### config.mk
export PLATFORM = sky130hd
export DESIGN_NAME = mac_acc_stage
export DESIGN_NICKNAME = d
export VERILOG_FILES = /design/src/rtl/mac_acc_stage.sv
export SDC_FILE = /design/constraint.sdc
export NUM_CORES = 1
export LEC_CHECK = 0
export CORE_UTILIZATION = 55
export CTS_BUF_LIST = sky130_fd_sc_hd__clkbuf_4
export DETAILED_ROUTE_END_ITERATION = 8
export PLACE_DENSITY = 0.8
export SYNTH_ARGS = -nofsm -noshare
export SYNTH_HDL_FRONTEND = slang
export SYNTH_SLANG_ARGS = --single-unit
### constraint.sdc
create_clock -name clk -period 4.13 [get_ports clk]
set_input_delay 0.6195 -clock clk [delete_from_list [all_inputs] [get_ports clk]]
set_output_delay 0.6195 -clock clk [all_outputs]
set_load 0.02 [all_outputs]
### src/rtl/mac_acc_stage.sv
// Accumulator stage of the low-power MAC: sums framed signed products with
// saturation and hands one result per frame to the consumer via valid/ready.
module mac_acc_stage #(
    parameter int IN_W  = 24,
    parameter int ACC_W = 32,
    parameter int CNT_W = 8
) (
    input  logic             clk,
    input  logic             rst_n,
    input  logic             clear,
    input  logic             in_valid,
    output logic             in_ready,
    input  logic [IN_W-1:0]  in_data,
    input  logic             in_first,
    input  logic             in_last,
    output logic             out_valid,
    input  logic             out_ready,
    output logic [ACC_W-1:0] out_data,
    output logic             out_ovf,
    output logic [CNT_W-1:0] out_count
);

    typedef enum logic [1:0] {IDLE, ACCUM, HOLD} state_t;

    state_t                  state, state_nxt;
    logic signed [ACC_W-1:0] acc, acc_nxt;
    logic [CNT_W-1:0]        count, count_nxt;
    logic                    ovf, ovf_nxt;
    logic                    accept, start;
    logic signed [ACC_W:0]   base, ext, sum;

    function automatic logic signed [ACC_W-1:0] saturate(input logic signed [ACC_W:0] s);
        if (s[ACC_W] != s[ACC_W-1])
            return s[ACC_W] ? {1'b1, {(ACC_W-1){1'b0}}} : {1'b0, {(ACC_W-1){1'b1}}};
        return s[ACC_W-1:0];
    endfunction

    function automatic logic sat_hit(input logic signed [ACC_W:0] s);
        return s[ACC_W] ^ s[ACC_W-1];
    endfunction

    // A term arriving with no open frame starts one even without in_first.
    assign accept = in_valid && in_ready && !clear;
    assign start  = in_first || (state == IDLE);

    always_comb begin
        ext       = {{(ACC_W+1-IN_W){in_data[IN_W-1]}}, in_data};
        base      = start ? '0 : {acc[ACC_W-1], acc};
        sum       = base + ext;
        acc_nxt   = saturate(sum);
        ovf_nxt   = (start ? 1'b0 : ovf) | sat_hit(sum);
        count_nxt = start ? CNT_W'(1) : ((&count) ? count : count + CNT_W'(1));
    end

    always_ff @(posedge clk or negedge rst_n) begin
        if (!rst_n) state <= IDLE;
        else        state <= state_nxt;
    end

    always_comb begin
        state_nxt = state;
        if (clear) begin
            state_nxt = IDLE;
        end else begin
            case (state)
                IDLE, ACCUM: if (accept) state_nxt = in_last ? HOLD : ACCUM;
                HOLD:        if (out_ready) state_nxt = IDLE;
                default:     state_nxt = IDLE;
            endcase
        end
    end

    // Handshake flags decode the state only, so in_ready never depends on out_ready.
    always_comb begin
        in_ready  = 1'b1;
        out_valid = 1'b0;
        case (state)
            HOLD:    begin in_ready = 1'b0; out_valid = 1'b1; end
            default: begin in_ready = 1'b1; out_valid = 1'b0; end
        endcase
    end

    always_ff @(posedge clk or negedge rst_n) begin
        if (!rst_n) begin
            acc       <= '0;
            count     <= '0;
            ovf       <= 1'b0;
            out_data  <= '0;
            out_ovf   <= 1'b0;
            out_count <= '0;
        end else if (clear) begin
            acc   <= '0;
            count <= '0;
            ovf   <= 1'b0;
        end else if (accept) begin
            acc   <= acc_nxt;
            count <= count_nxt;
            ovf   <= ovf_nxt;
            if (in_last) begin
                out_data  <= acc_nxt;
                out_ovf   <= ovf_nxt;
                out_count <= count_nxt;
            end
        end
    end

endmodule

* Word-level counts from Yosys, hierarchy flattened
Cells that the tools add are included.
** Word-level totals
- Bits in registers :: 84
- Input bits :: 31
** Cells by class
- Mux-type cells :: 21
- Eq/ne operators :: 5
- Bitwise logic cells :: 3
- Reductions and logical operators :: 10
- Add/sub/neg operators :: 2
** Operators with widths (number)
- $mux W32 :: 5
- $add A33 B24 Y33 :: 1
- $mux W33 :: 1
- $mux W8 :: 4
- $add A8 B1 Y8 const B :: 1
- $mux W2 :: 4
- $reduce_and A8 Y1 :: 1
- $mux W1 :: 6
- $ne A3 B3 Y1 const B :: 2
- $pmux W2 S2 :: 1
- $reduce_and A3 Y1 :: 1
- $eq A2 B1 Y1 const B :: 1
- $eq A2 B2 Y1 const B :: 1
- $logic_and A1 B1 Y1 :: 2
- $logic_not A2 Y1 :: 1
- $reduce_and A2 Y1 :: 1
- $reduce_bool A2 Y1 :: 1
- $reduce_or A2 Y1 :: 1
- $logic_not A1 Y1 :: 1
- $logic_or A1 B1 Y1 :: 1
- $ne A1 B1 Y1 :: 1
- $not A1 Y1 :: 1
- $or A1 B1 Y1 :: 1
- $xor A1 B1 Y1 :: 1

* Depth between registers and ports, before layout
- Depth after elaboration :: 9
- Gate-level depth with buffers :: 18

* Worst setup path after synthesis
OpenSTA, ideal clock, no wires.
- Kind :: input -> register
- Start point :: input port in_first
- End point :: register acc[29]
- Cell stages on the path :: 14
- Required time :: 4064 ps
- Setup time :: 66 ps
- Setup slack :: 490 ps
- Data arrival time :: 3574 ps
- Cells stage by stage :: nor2_1 > clkbuf_1 > clkbuf_1 > nand2_1 > fa_1 > or2b_1 > a21oi_1 > nor3b_2 > o31ai_4 > a21oi_2 > a21oi_2 > xor2_1 > and2_1 > a221o_1
** Between the ends
- Longest elaborated chain between the ends :: 8
- Elaborated cells between the ends (all ways) :: 10
- Those cells by class :: add/sub: 1; eq/ne: 1; mux: 7; reduce/logical: 1
** RTL lines
- start, declared :: line 14 : input logic in_first,
- $logic_or A1 B1 Y1 (*) :: line 44 : assign start = in_first || (state == IDLE);
- $mux W33 (*) :: line 48 : base = start ? '0 : {acc[ACC_W-1], acc};
- $add A33 B24 Y33 (*) :: line 49 : sum = base + ext;
- $mux W32 or $ne A1 B1 Y1 (tied branches) :: line 34, 33
- $mux W32 or $mux W1 (tied branches) :: line 33 : if (s[ACC_W] != s[ACC_W-1])
- $mux W32 (*) :: line 35 : return s[ACC_W-1:0];
- $mux W32 (*) :: line 95 : end else if (accept) begin
- $mux W32 (*) :: line 91 : end else if (clear) begin
- end signal, assigned :: line 96 : acc <= acc_nxt;
- end, declared :: line 26 : logic signed [ACC_W-1:0] acc, acc_nxt;
Mark *: on every way between the ends. The rest lies on a longest branch, timed or not. The select of a mux whose other input is x is not followed.
A chain may end at the register's enable or synchronous reset.

* Worst setup path after layout
Ends and elaborated chain as after synthesis.

==> metrics <==
Yosys Warn Count 0; routability congestion estimate between 0.9 and 1; startpoint type of the worst setup path input port; post-route ant nets 0; Pwr Density slightly above 300 nW/µm²; vias in the first global route 5,031; RSZ-0062 raised after global routing no; deepest clock path buffer count 2; post-synthesis sequential area ratio 0.3784; Yosys cell types 55; Setup crit end kind register; #FFs+latches synth 84; core area approximately 9800 µm²; Leak between 0.003 and 0.004 µW; CTS buffer count 9; Crit Path Max Fanout 12; number of DRC markers in iteration 0 approximately 210; Worst EP arrival roughly 4.2 ns; overall die area around 11,000 µm²; asr flop ratio synth 1.000; Synth Cell Area between 5000 and 6000 µm²; layout cell share with drive strength beyond 1 0.1063; Yosys top cell area share 0.3784; final wirelength 14,660 µm; first-pass GRT wire length roughly 24,000 µm; Die X around 100 µm; ranking of synthesized cells by area dfrtp_1 38%, ha_1 7.4%, o21ai_0 7.3%; worst skew pair latency ~0.47 ns; worst clock skew about 0.023 ns; vias per cell just under 6; CTS tree built; Final Setup Violations 0; GR Util All Layers 0.2987; Port Buffer Count 73; cts hold-fix bufs 0; critical path type in -> reg; Synth area leader dfrtp_1; Wirelength per Cell approximately 17 µm; Post-Syn Nets 716; Root Driver clkbuf_4; final critical path time including I/O delays and setup roughly 3.9 ns; H-tree depth 3; final hold vios 0; Ports 74; EDFF count, synth 0; clock sinks 84; MaxCap Viol Count 0; cell count after synthesis around 650; nets@finish 804; initial antenna violation count 0; syn_area_per_cell 8.534 µm²; max frequency 0.2582 GHz; n_diodes 0; Starting Density 0.5684; post-route design area around 6700 µm²; vias around 5.1k; worst hold path type in -> async; status finished, final reports clean; CTS clk-pin slew, worst paths approximately 0.14 ns; hold slack roughly 0.34 ns; Least-Margin Pin Slew 1.082 ns; relative slew slack 0.2785; grt total ovfl 0; Main synth FF type dfrtp_1; Final period util 0.9376; DR pass1 iterations 7; CP Data Required Time about 4.5 ns; drc violations 0; area delta synth->final 21.44%; Die Span Y 102.5 µm; pins over their slew limit 0; Peak VDD IR around 0.00016 V; placed standard-cell area between 6000 and 7000 µm²; largest net degree at the start of global routing 85; std cell rows 36; hpwl dp around 11,000 µm
-- per-stage QoR --
stage	setup TNS, ns	setup WS (ns)	util	power (µW)	std cells
finish	0	0.2576	0.6902	2097	876
global route	0	0.006863	0.6902	2207	876
CTS	0	0.1618	0.6896	2106	876
detailed placement	-1.865	-0.3187	0.6759	1617	861
global placement	-0.2496	-0.1339	0.6759	1601	861
floorplan	0	0.4896	-	1317	651
-- critical path: stages --
cell	delay [ns]
clkdlybuf4s50_1	0.43
nor2_1	0.28
buf_4	0.23
nand2_1	0.11
inv_1	0.07
ha_1	0.23
a211oi_1	0.40
nor3_1	0.15
o2111ai_1	0.35
a21o_1	0.20
a21oi_1	0.13
a221oi_2	0.36
o21ai_0	0.17
xor2_1	0.19
a221o_1	0.31
-- metal layers --
layer | global-route usage | vias to the layer above | wire, µm
li1 | - | 2508 | -
met1 | 0.3727 | 2447 | 6457
met2 | 0.5123 | 139 | 7223
met3 | 0.04339 | 32 | 634
met4 | 0.1363 | 0 | 348
met5 | 0 | - | 0
-- synthesized netlist by cell type, drive strengths merged, types with 4 or more instances --
| library cell | number |
|---|---|
| a211oi | 5 |
| a21o | 10 |
| a21oi | 68 |
| a221o | 14 |
| a22o | 4 |
| a31oi | 5 |
| and2 | 37 |
| and3 | 9 |
| buf | 10 |
| clkbuf | 26 |
| dfrtp | 84 |
| ha | 33 |
| inv | 13 |
| nand2 | 99 |
| nand2b | 4 |
| nand3 | 18 |
| nand4 | 4 |
| nor2 | 33 |
| nor2b | 4 |
| nor3 | 4 |
| o211ai | 10 |
| o21a | 6 |
| o21ai | 82 |
| o31ai | 4 |
| or2 | 6 |
| xnor2 | 17 |
| xor2 | 15 |
-- path summary, 6_finish.rpt --
path | slack, ns | to | start | cells past startpoint
worst max-delay path | 0.26 | acc[29] | in_first | 15
worst min-delay path | 0.34 | acc[17] | rst_n | 1
worst max register to register | 0.36 | acc[29] | state[1] | 15
worst min register to register | 0.49 | acc[18] | acc[18] | 2
max in group asynchronous | 3.09 | acc[13] | rst_n | 1
min in group clk | 0.49 | acc[18] | acc[18] | 2
-- cell usage in the layout (no fill, tap or decap), drive strengths merged, types with 9 or more instances in the layout --
cell,Yosys,routed
ha,33,33
clkbuf,26,11
clkdlybuf4s50,0,72
buf,10,41
xor2,15,15
nor2,33,33
dfrtp,84,84
a221o,14,14
inv,13,13
o21ai,82,82
a21o,10,10
nand3,18,18
xnor2,17,17
and3,9,9
o211ai,10,10
a21oi,68,68
nand2,99,99
and2,37,37
-- final cells by class --
| type | count | area (µm²) |
|---|---|---|
| clock buffers | 11 | 82.58 |
| clock inverters | 4 | 51.30 |
| fillers | 869 | 3028 |
| inverters | 13 | 48.80 |
| multi-input cells | 518 | 3254 |
| flip-flops and latches | 84 | 2102 |
| well taps | 133 | 166.4 |
| repair buffers | 113 | 1041 |
-- registers in the layout (all words and copies together) (netlist names) --
register	count
state	2
acc	32
out_data	32
count	8
out_ovf	1
out_count	8
ovf	1
-- power breakdown --
group / internal [µW] / switching, µW / total, µW / leakage [µW]
logic: 286 / 339 / 625 / 0.00194
clock network: 195 / 301 / 496 / 0.0000729
registers: 920 / 56.6 / 977 / 0.00109
total: 1400 / 696 / 2100 / 0.00311
-- cells by family (layout without fill, tap and decap cells) --
group	after synthesis	in the layout	share of synthesized area
AO/OA/AOI/OAI	226	226	0.2581
multiplexers	2	2	0.004054
flip-flops	84	84	0.3784
XOR/XNOR	32	32	0.05045
buffers and inverters	49	141	0.03806
AND/OR/NAND/NOR	224	224	0.1930
adder cells (fa/ha/maj)	34	34	0.07793
-- what timing repair did --
item / 4_1_cts / 5_1_grt
gates resized for setup: 0 / 1
setup buffers: 0 / 0
endpoints found under the setup margin: 0 / 3
No activity file was read; power rests on OpenSTA's default activity.
